===== src/rtl/wb_commit_stage_pkg.sv =====
// rtl/wb_commit_stage_pkg.sv - shared CP0 addresses, exception codes and field positions
package wb_commit_stage_pkg;

   localparam logic [7:0] CP0_BADVADDR = 8'h40;
   localparam logic [7:0] CP0_COUNT    = 8'h48;
   localparam logic [7:0] CP0_COMPARE  = 8'h58;
   localparam logic [7:0] CP0_STATUS   = 8'h60;
   localparam logic [7:0] CP0_CAUSE    = 8'h68;
   localparam logic [7:0] CP0_EPC      = 8'h70;

   localparam logic [4:0] EXC_INT  = 5'd0;
   localparam logic [4:0] EXC_ADEL = 5'd4;
   localparam logic [4:0] EXC_ADES = 5'd5;

   localparam logic [31:0] EXC_VECTOR_DEFAULT = 32'hBFC0_0380;

   localparam int STATUS_BEV    = 22;
   localparam int STATUS_IM_LSB = 8;
   localparam int STATUS_EXL    = 1;
   localparam int STATUS_IE     = 0;
   localparam int CAUSE_BD      = 31;
   localparam int CAUSE_TI      = 30;
   localparam int CAUSE_IP_LSB  = 8;
   localparam int CAUSE_EXC_LSB = 2;

   typedef struct packed {
      logic [31:0] pc;
      logic [3:0]  gr_we;
      logic [4:0]  dest;
      logic [31:0] result;
      logic        exc;
      logic [4:0]  exc_code;
      logic [31:0] badvaddr;
      logic        bd;
      logic        eret;
      logic        mtc0;
      logic        mfc0;
      logic [7:0]  cp0_addr;
   } ws_inst_t;

   // Only address-error exceptions capture the faulting address.
   function automatic logic is_addr_exc(input logic [4:0] code);
      return (code == EXC_ADEL) || (code == EXC_ADES);
   endfunction

endpackage


===== src/rtl/wb_commit_stage_cp0_regfile.sv =====
// rtl/wb_commit_stage_cp0_regfile.sv - CP0 state: Status, Cause, EPC, BadVAddr, Count/Compare timer
module cp0_regfile
   import wb_commit_stage_pkg::*;
#(
   parameter int HW_INT_NUM = 6,
   parameter int COUNT_DIV  = 2
) (
   input  logic                  clk,
   input  logic                  reset,
   input  logic [HW_INT_NUM-1:0] i_hw_int,
   input  logic                  i_mtc0_we,
   input  logic [7:0]            i_addr,
   input  logic [31:0]           i_wdata,
   input  logic                  i_exc,
   input  logic [4:0]            i_exc_code,
   input  logic [31:0]           i_exc_pc,
   input  logic                  i_exc_bd,
   input  logic [31:0]           i_exc_badvaddr,
   input  logic                  i_eret,
   output logic [31:0]           o_rdata,
   output logic [31:0]           o_epc,
   output logic                  o_int_req
);

   logic [31:0] r_badvaddr;
   logic [31:0] r_count;
   logic [31:0] r_compare;
   logic [31:0] r_epc;
   logic [7:0]  r_status_im;
   logic        r_status_exl;
   logic        r_status_ie;
   logic        r_cause_bd;
   logic        r_cause_ti;
   logic [5:0]  r_cause_ip_hw;
   logic [1:0]  r_cause_ip_sw;
   logic [4:0]  r_cause_exc;
   logic        r_div;

   logic [5:0]  w_hw_ext;
   logic [7:0]  w_cause_ip;
   logic        w_tick;
   logic        w_wr_count;
   logic        w_wr_compare;
   logic        w_wr_status;
   logic        w_wr_cause;
   logic        w_wr_epc;
   logic [31:0] w_status;
   logic [31:0] w_cause;

   always_comb begin
      w_hw_ext = '0;
      w_hw_ext[HW_INT_NUM-1:0] = i_hw_int;
   end

   // Timer interrupt shares IP[7] with the highest hardware line.
   assign w_cause_ip = {r_cause_ip_hw[5] | r_cause_ti, r_cause_ip_hw[4:0], r_cause_ip_sw};
   assign o_int_req  = r_status_ie & ~r_status_exl & (|(w_cause_ip & r_status_im));
   assign o_epc      = r_epc;
   assign w_tick     = (COUNT_DIV == 1) || r_div;

   assign w_wr_count   = i_mtc0_we && (i_addr == CP0_COUNT);
   assign w_wr_compare = i_mtc0_we && (i_addr == CP0_COMPARE);
   assign w_wr_status  = i_mtc0_we && (i_addr == CP0_STATUS);
   assign w_wr_cause   = i_mtc0_we && (i_addr == CP0_CAUSE);
   assign w_wr_epc     = i_mtc0_we && (i_addr == CP0_EPC);

   always_ff @(posedge clk) begin
      if (reset) begin
         r_badvaddr    <= '0;
         r_count       <= '0;
         r_compare     <= '0;
         r_epc         <= '0;
         r_status_im   <= '0;
         r_status_exl  <= 1'b0;
         r_status_ie   <= 1'b0;
         r_cause_bd    <= 1'b0;
         r_cause_ti    <= 1'b0;
         r_cause_ip_hw <= '0;
         r_cause_ip_sw <= '0;
         r_cause_exc   <= '0;
         r_div         <= 1'b0;
      end else begin
         r_cause_ip_hw <= w_hw_ext;

         if (w_wr_count) begin
            r_count <= i_wdata;
            r_div   <= 1'b0;
         end else begin
            if (w_tick) r_count <= r_count + 32'd1;
            r_div <= (COUNT_DIV == 1) ? 1'b0 : ~r_div;
         end

         if (w_wr_compare) begin
            r_compare  <= i_wdata;
            r_cause_ti <= 1'b0;
         end else if (r_count == r_compare) begin
            r_cause_ti <= 1'b1;
         end

         if (w_wr_status) begin
            r_status_im  <= i_wdata[STATUS_IM_LSB +: 8];
            r_status_exl <= i_wdata[STATUS_EXL];
            r_status_ie  <= i_wdata[STATUS_IE];
         end
         if (w_wr_cause) r_cause_ip_sw <= i_wdata[CAUSE_IP_LSB +: 2];
         if (w_wr_epc)   r_epc <= i_wdata;

         // A nested exception keeps the original return point.
         if (i_exc) begin
            if (!r_status_exl) begin
               r_epc      <= i_exc_bd ? i_exc_pc - 32'd4 : i_exc_pc;
               r_cause_bd <= i_exc_bd;
            end
            r_status_exl <= 1'b1;
            r_cause_exc  <= i_exc_code;
            if (is_addr_exc(i_exc_code)) r_badvaddr <= i_exc_badvaddr;
         end else if (i_eret) begin
            r_status_exl <= 1'b0;
         end
      end
   end

   always_comb begin
      w_status = '0;
      w_status[STATUS_BEV] = 1'b1;
      w_status[STATUS_IM_LSB +: 8] = r_status_im;
      w_status[STATUS_EXL] = r_status_exl;
      w_status[STATUS_IE] = r_status_ie;
      w_cause = '0;
      w_cause[CAUSE_BD] = r_cause_bd;
      w_cause[CAUSE_TI] = r_cause_ti;
      w_cause[CAUSE_IP_LSB +: 8] = w_cause_ip;
      w_cause[CAUSE_EXC_LSB +: 5] = r_cause_exc;
   end

   always_comb begin
      o_rdata = '0;
      case (i_addr)
         CP0_BADVADDR: o_rdata = r_badvaddr;
         CP0_COUNT:    o_rdata = r_count;
         CP0_COMPARE:  o_rdata = r_compare;
         CP0_STATUS:   o_rdata = w_status;
         CP0_CAUSE:    o_rdata = w_cause;
         CP0_EPC:      o_rdata = r_epc;
         default:      o_rdata = '0;
      endcase
   end

endmodule


===== src/rtl/wb_commit_stage.sv =====
// rtl/wb_commit_stage.sv - write-back stage: pipeline latch, exception/eret arbitration, flush, GPR write
module wb_commit_stage
   import wb_commit_stage_pkg::*;
#(
   parameter int          HW_INT_NUM = 6,
   parameter logic [31:0] EXC_VECTOR = EXC_VECTOR_DEFAULT,
   parameter int          COUNT_DIV  = 2
) (
   input  logic                  clk,
   input  logic                  reset,
   input  logic                  ms_to_ws_valid,
   output logic                  ws_allowin,
   input  logic [31:0]           ms_pc,
   input  logic [3:0]            ms_gr_we,
   input  logic [4:0]            ms_dest,
   input  logic [31:0]           ms_result,
   input  logic                  ms_exc,
   input  logic [4:0]            ms_exc_code,
   input  logic [31:0]           ms_badvaddr,
   input  logic                  ms_bd,
   input  logic                  ms_eret,
   input  logic                  ms_mtc0,
   input  logic                  ms_mfc0,
   input  logic [7:0]            ms_cp0_addr,
   input  logic [HW_INT_NUM-1:0] hw_int,
   output logic [3:0]            rf_we,
   output logic [4:0]            rf_waddr,
   output logic [31:0]           rf_wdata,
   output logic                  ws_flush,
   output logic [31:0]           ws_flush_pc,
   output logic [5:0]            ws_busy_dest,
   output logic [31:0]           debug_wb_pc,
   output logic [3:0]            debug_wb_rf_wen,
   output logic [4:0]            debug_wb_rf_wnum,
   output logic [31:0]           debug_wb_rf_wdata
);

   ws_inst_t    r_ws;
   logic        r_ws_valid;

   logic        w_live;
   logic        w_int_req;
   logic        w_exc;
   logic [4:0]  w_exc_code;
   logic        w_eret;
   logic        w_mtc0;
   logic [31:0] w_epc;
   logic [31:0] w_cp0_rdata;

   assign ws_allowin = 1'b1;

   always_ff @(posedge clk) begin
      if (reset) begin
         r_ws_valid <= 1'b0;
         r_ws       <= '0;
      end else begin
         r_ws_valid <= ms_to_ws_valid && ws_allowin && !ws_flush;
         if (ms_to_ws_valid && ws_allowin) begin
            r_ws <= '{pc: ms_pc, gr_we: ms_gr_we, dest: ms_dest, result: ms_result,
                      exc: ms_exc, exc_code: ms_exc_code, badvaddr: ms_badvaddr,
                      bd: ms_bd, eret: ms_eret, mtc0: ms_mtc0, mfc0: ms_mfc0,
                      cp0_addr: ms_cp0_addr};
         end
      end
   end

   // Reset discards the resident instruction even in the cycle it is asserted.
   assign w_live     = r_ws_valid & ~reset;
   assign w_exc      = w_live & (w_int_req | r_ws.exc);
   assign w_exc_code = w_int_req ? EXC_INT : r_ws.exc_code;
   assign w_eret     = w_live & r_ws.eret & ~w_exc;
   assign w_mtc0     = w_live & r_ws.mtc0 & ~w_exc;

   assign ws_flush     = w_exc | w_eret;
   assign ws_flush_pc  = w_exc ? EXC_VECTOR : w_epc;
   assign rf_we        = r_ws.gr_we & {4{w_live & ~w_exc}};
   assign rf_waddr     = r_ws.dest;
   assign rf_wdata     = r_ws.mfc0 ? w_cp0_rdata : r_ws.result;
   assign ws_busy_dest = {w_live & (|r_ws.gr_we), r_ws.dest};

   assign debug_wb_pc       = r_ws.pc;
   assign debug_wb_rf_wen   = rf_we;
   assign debug_wb_rf_wnum  = rf_waddr;
   assign debug_wb_rf_wdata = rf_wdata;

   cp0_regfile #(
      .HW_INT_NUM(HW_INT_NUM),
      .COUNT_DIV (COUNT_DIV)
   ) u_cp0 (
      .clk           (clk),
      .reset         (reset),
      .i_hw_int      (hw_int),
      .i_mtc0_we     (w_mtc0),
      .i_addr        (r_ws.cp0_addr),
      .i_wdata       (r_ws.result),
      .i_exc         (w_exc),
      .i_exc_code    (w_exc_code),
      .i_exc_pc      (r_ws.pc),
      .i_exc_bd      (r_ws.bd),
      .i_exc_badvaddr(r_ws.badvaddr),
      .i_eret        (w_eret),
      .o_rdata       (w_cp0_rdata),
      .o_epc         (w_epc),
      .o_int_req     (w_int_req)
   );

endmodule


===== config.mk =====
export PLATFORM = sky130hd
export DESIGN_NAME = wb_commit_stage
export DESIGN_NICKNAME = d
export VERILOG_FILES = /design/src/rtl/wb_commit_stage_pkg.sv /design/src/rtl/wb_commit_stage_cp0_regfile.sv /design/src/rtl/wb_commit_stage.sv
export SDC_FILE = /design/constraint.sdc
export NUM_CORES = 1
export LEC_CHECK = 0
export CAP_MARGIN = 25
export CORE_UTILIZATION = 50
export CTS_CLUSTER_DIAMETER = 80
export DETAILED_ROUTE_END_ITERATION = 8
export MAX_ROUTING_LAYER = met4
export PLACE_DENSITY = 0.78
export SLEW_MARGIN = 10
export SYNTH_ARGS = -nofsm -noshare
export SYNTH_HDL_FRONTEND = slang
export SYNTH_HIERARCHICAL = 1
export SYNTH_SLANG_ARGS = --single-unit

===== constraint.sdc =====
create_clock -name clk -period 3.8 [get_ports clk]
set_input_delay 0.57 -clock clk [delete_from_list [all_inputs] [get_ports clk]]
set_output_delay 0.57 -clock clk [all_outputs]
set_load 0.01 [all_outputs]

==> results.ini <==
[worst_setup_path]
r2r_end=u_cp0/o_epc[19]$_SDFF_PP0_
r2r_slack_ns=0.50
crit_fanout=20
r2r_cells=10
crit_type=reg2out
critPathLaunchType=register
worstPathRequired_ns=3.23
worstPathArrival_ns=3.12
r2r-start=u_cp0/r_cause_ip_hw[0]$_SDFF_PP0_
end_kind=primary output

[route]
wl_met1_um=17450
wl_met2_um=20330
vias_per_cell=5.790
dr_total_vias=12510
dr.pass1.iters=6
drc=0
route.detailed.wl_per_inst_um=19.94
routed_wirelength_um=43090
drt-initial-drc-count=1306
ant_nets=0
dr.max_layer_used=met4
met3_wirelength_um=3193

[logic_synthesis]
yosysSeqAreaShare_pct=39.13
synthesis.area_um2=14220
synth_nets=1752
netlist_instances=1618
ys_seq_elements=278
synth_ff_type=dfxtp_1
avgSynthCellArea_um2=8.789
synth_edf_count=0
synth_warnings=6
async_reset_ff_share_pct=0
ys_types=73

[power_and_ir_drop]
intPower_uw=5396
peakVddDrop_mv=0.3507
switching_share_pct=23.91
p_switching_uw=1695
combPwrFrac_pct=10.8
p_seq_share_pct=44.2
power.density_nw_per_um2=400.6
leakagePower_uw=0.006842
clock_power_share_pct=45.0

[clock_tree]
numCtsBuffers=31
cts_root_buf=clkbuf_16
path_clk_slew_ns=0.06
htree_levels=1
ctsHoldBuffers=0
cts_tree=built
cts.sinks=278
postCtsSetupRepairBufs=0
clk_latency_ns=0.56
cts_buffer_depth=3

[sta]
fin_crit_ns=3.687
fin_hold_ws_ns=0.3634
timing.slew.headroom_pct=34.97
fin_ws_ns=0.1132
fin_skew_ns=0.01003
fin_crit_sh_pct=97.02
hold_violations=0
slew_violations=0
tightest_slew_ns=0.9718
fmax_mhz=271.2
setup_viol=0
fin_tns_setup_ns=0

[grt]
overflow=0
grt_pass1_wl_um=65410
antenna_found_initial=0
grt_pass1_vias=11760
grt_usage_pct=29.59
grt_start_max_net_pins=97

[finish]
nNetsFinal=1893
final_design_area_no_fill_um2=17700
drive_gt1_share_pct=9.310
syn_to_final_growth_pct=24.47
n_antenna_cell=0
fillerInstances=2334

[hold_path]
hp-class=in2reg
hp-start=reset
min_to=u_cp0/o_epc[2]$_SDFF_PP0_
hold_depth=2

[die]
die_h_um=170.7
die_w_um=170.7
ioPinCount=286
rows=61
initial_core_util_pct=51.05
core_area_um2=27860
die_area_um2=29120

[job]
drv_cap=0

[placed_design]
place_area_um2=16560
dp_hpwl_um=30590
place.gp.congestion=0.9680
dp_slack_ns=0.5730
io_buffers=284

[outcome]
status=finished clean

## through the flow
step,power [µW],utilization (%),cells
after floorplan,3624,-,1618
after global placement,3945,59.44,2104
after detailed placement,3958,59.44,2104
after CTS,7120,63.39,2161
after global routing,7312,63.54,2161
final,7092,63.54,2161
## repair_timing
action                                  in CTS  in global routing
endpoints found under the hold margin        0                  0
endpoints found under the setup margin       2                 32
gates resized for setup                      1                 14
## cell families (layout without fill, tap and decap cells)
| family | count (synthesis) | in the layout | synth area share [%] |
|---|---|---|---|
| AO/OA/AOI/OAI | 265 | 265 | 12.74 |
| buffers and inverters | 215 | 380 | 9.229 |
| XOR/XNOR | 88 | 88 | 5.420 |
| flip-flops | 278 | 278 | 39.13 |
| other | 1 | 1 | 0.02637 |
| multiplexers | 201 | 201 | 15.16 |
| AND/OR/NAND/NOR | 568 | 568 | 18.12 |
| adder cells (fa/ha/maj) | 2 | 2 | 0.1759 |
## power groups by stage
stage,sequential [µW],combinational [µW],clock (µW)
floorplan,3140,487,0
global placement,3190,751,0
detailed placement,3200,762,0
CTS,3130,767,3220
global route,3150,822,3340
finish,3140,767,3190
## final cells by class
type,count,area [µm²],area share (%)
clock inverters,15,210.2,1.188
well taps,378,473.0,2.672
multi-input cells,1125,7387,41.73
repair buffers,317,3156,17.83
clock buffers,42,887.1,5.012
flip-flops and latches,278,5565,31.44
inverters,6,22.52,0.1272
## how the worst max path moves through the flow
stage,startpoint,to,slack [ns],cells past startpoint
finish,r_ws[5]$_SDFFE_PP0P_,rf_wdata[10],0.11,7
global route,r_ws[0]$_SDFFE_PP0P_,debug_wb_rf_wdata[24],-0.01,8
CTS,r_ws[0]$_SDFFE_PP0P_,rf_wdata[20],0.02,8
detailed placement,r_ws[0]$_SDFFE_PP0P_,rf_wdata[20],0.57,8
global placement,r_ws[0]$_SDFFE_PP0P_,debug_wb_rf_wdata[20],0.61,8
floorplan,r_ws[5]$_SDFFE_PP0P_,rf_wdata[15],0.87,7
## flip-flops by register name, summed over array words and instances (netlist names), 5 cells and up
signal               flops
debug_wb_pc             32
debug_wb_rf_wnum         5
r_ws                    86
u_cp0/o_epc             32
u_cp0/r_badvaddr        32
u_cp0/r_cause_exc        5
u_cp0/r_cause_ip_hw      6
u_cp0/r_compare         32
u_cp0/r_count           32
u_cp0/r_status_im        8
## layer usage
metal / up-vias / track usage [%]
met5: - / -
met4: 0 / 12.53
met3: 137 / 3.771
met2: 627 / 48.11
met1: 5925 / 36.95
li1: 5824 / -
## worst max-delay path, stage by stage, from the launching register on
cell and delay [ns]:
dfxtp_1 0.41, buf_4 0.35, nor2b_1 0.21, and3_1 0.51
a22oi_1 0.18, nand2_1 0.16, mux2_2 0.20, clkdlybuf4s50_1 0.54
## Yosys cell counts, types with 8 or more instances
| cell type | instances | area [µm²] |
|---|---|---|
| nor3_1 | 28 | 140.1 |
| a311oi_1 | 13 | 113.9 |
| dfxtp_1 | 278 | 5565 |
| a211oi_1 | 34 | 255.2 |
| buf_4 | 93 | 698.2 |
| mux4_2 | 8 | 180.2 |
| and3_1 | 11 | 68.82 |
| nor4_1 | 15 | 93.84 |
| nand3_1 | 21 | 105.1 |
| mux2_2 | 35 | 394.1 |
| a21boi_2 | 15 | 168.9 |
| a21o_1 | 16 | 120.1 |
| mux2i_1 | 158 | 1582 |
| o22ai_1 | 10 | 62.56 |
| a21oi_1 | 84 | 420.4 |
| a22oi_1 | 44 | 330.3 |
| o21ai_0 | 20 | 100.1 |
| buf_2 | 23 | 115.1 |
| clkbuf_1 | 74 | 277.8 |
| nor2b_1 | 11 | 68.82 |
| xor2_1 | 22 | 192.7 |
| nand2_1 | 185 | 694.4 |
| nor2_1 | 219 | 822.0 |
| nand4_1 | 27 | 168.9 |
| xnor2_1 | 66 | 578.1 |
## placed cells by master (no fill, tap or decap), drive strengths merged, types with 10 or more instances in the layout
master         netlist  routed
a22oi               44      44
nor4                16      16
o21ai               20      20
clkbuf              76      43
nor2               220     220
mux2                35      35
a21boi              21      21
a21oi               84      84
a211oi              35      35
buf                133      34
dfxtp              278     278
nand2              186     186
a311oi              13      13
nand4               27      27
nor2b               12      12
mux2i              158     158
xor2                22      22
o22ai               10      10
clkdlybuf4s50        0     276
nand3               22      22
nor3                30      30
and3                11      11
a21o                16      16
xnor2               66      66
Note: power is estimated with default switching activity, not from simulation.
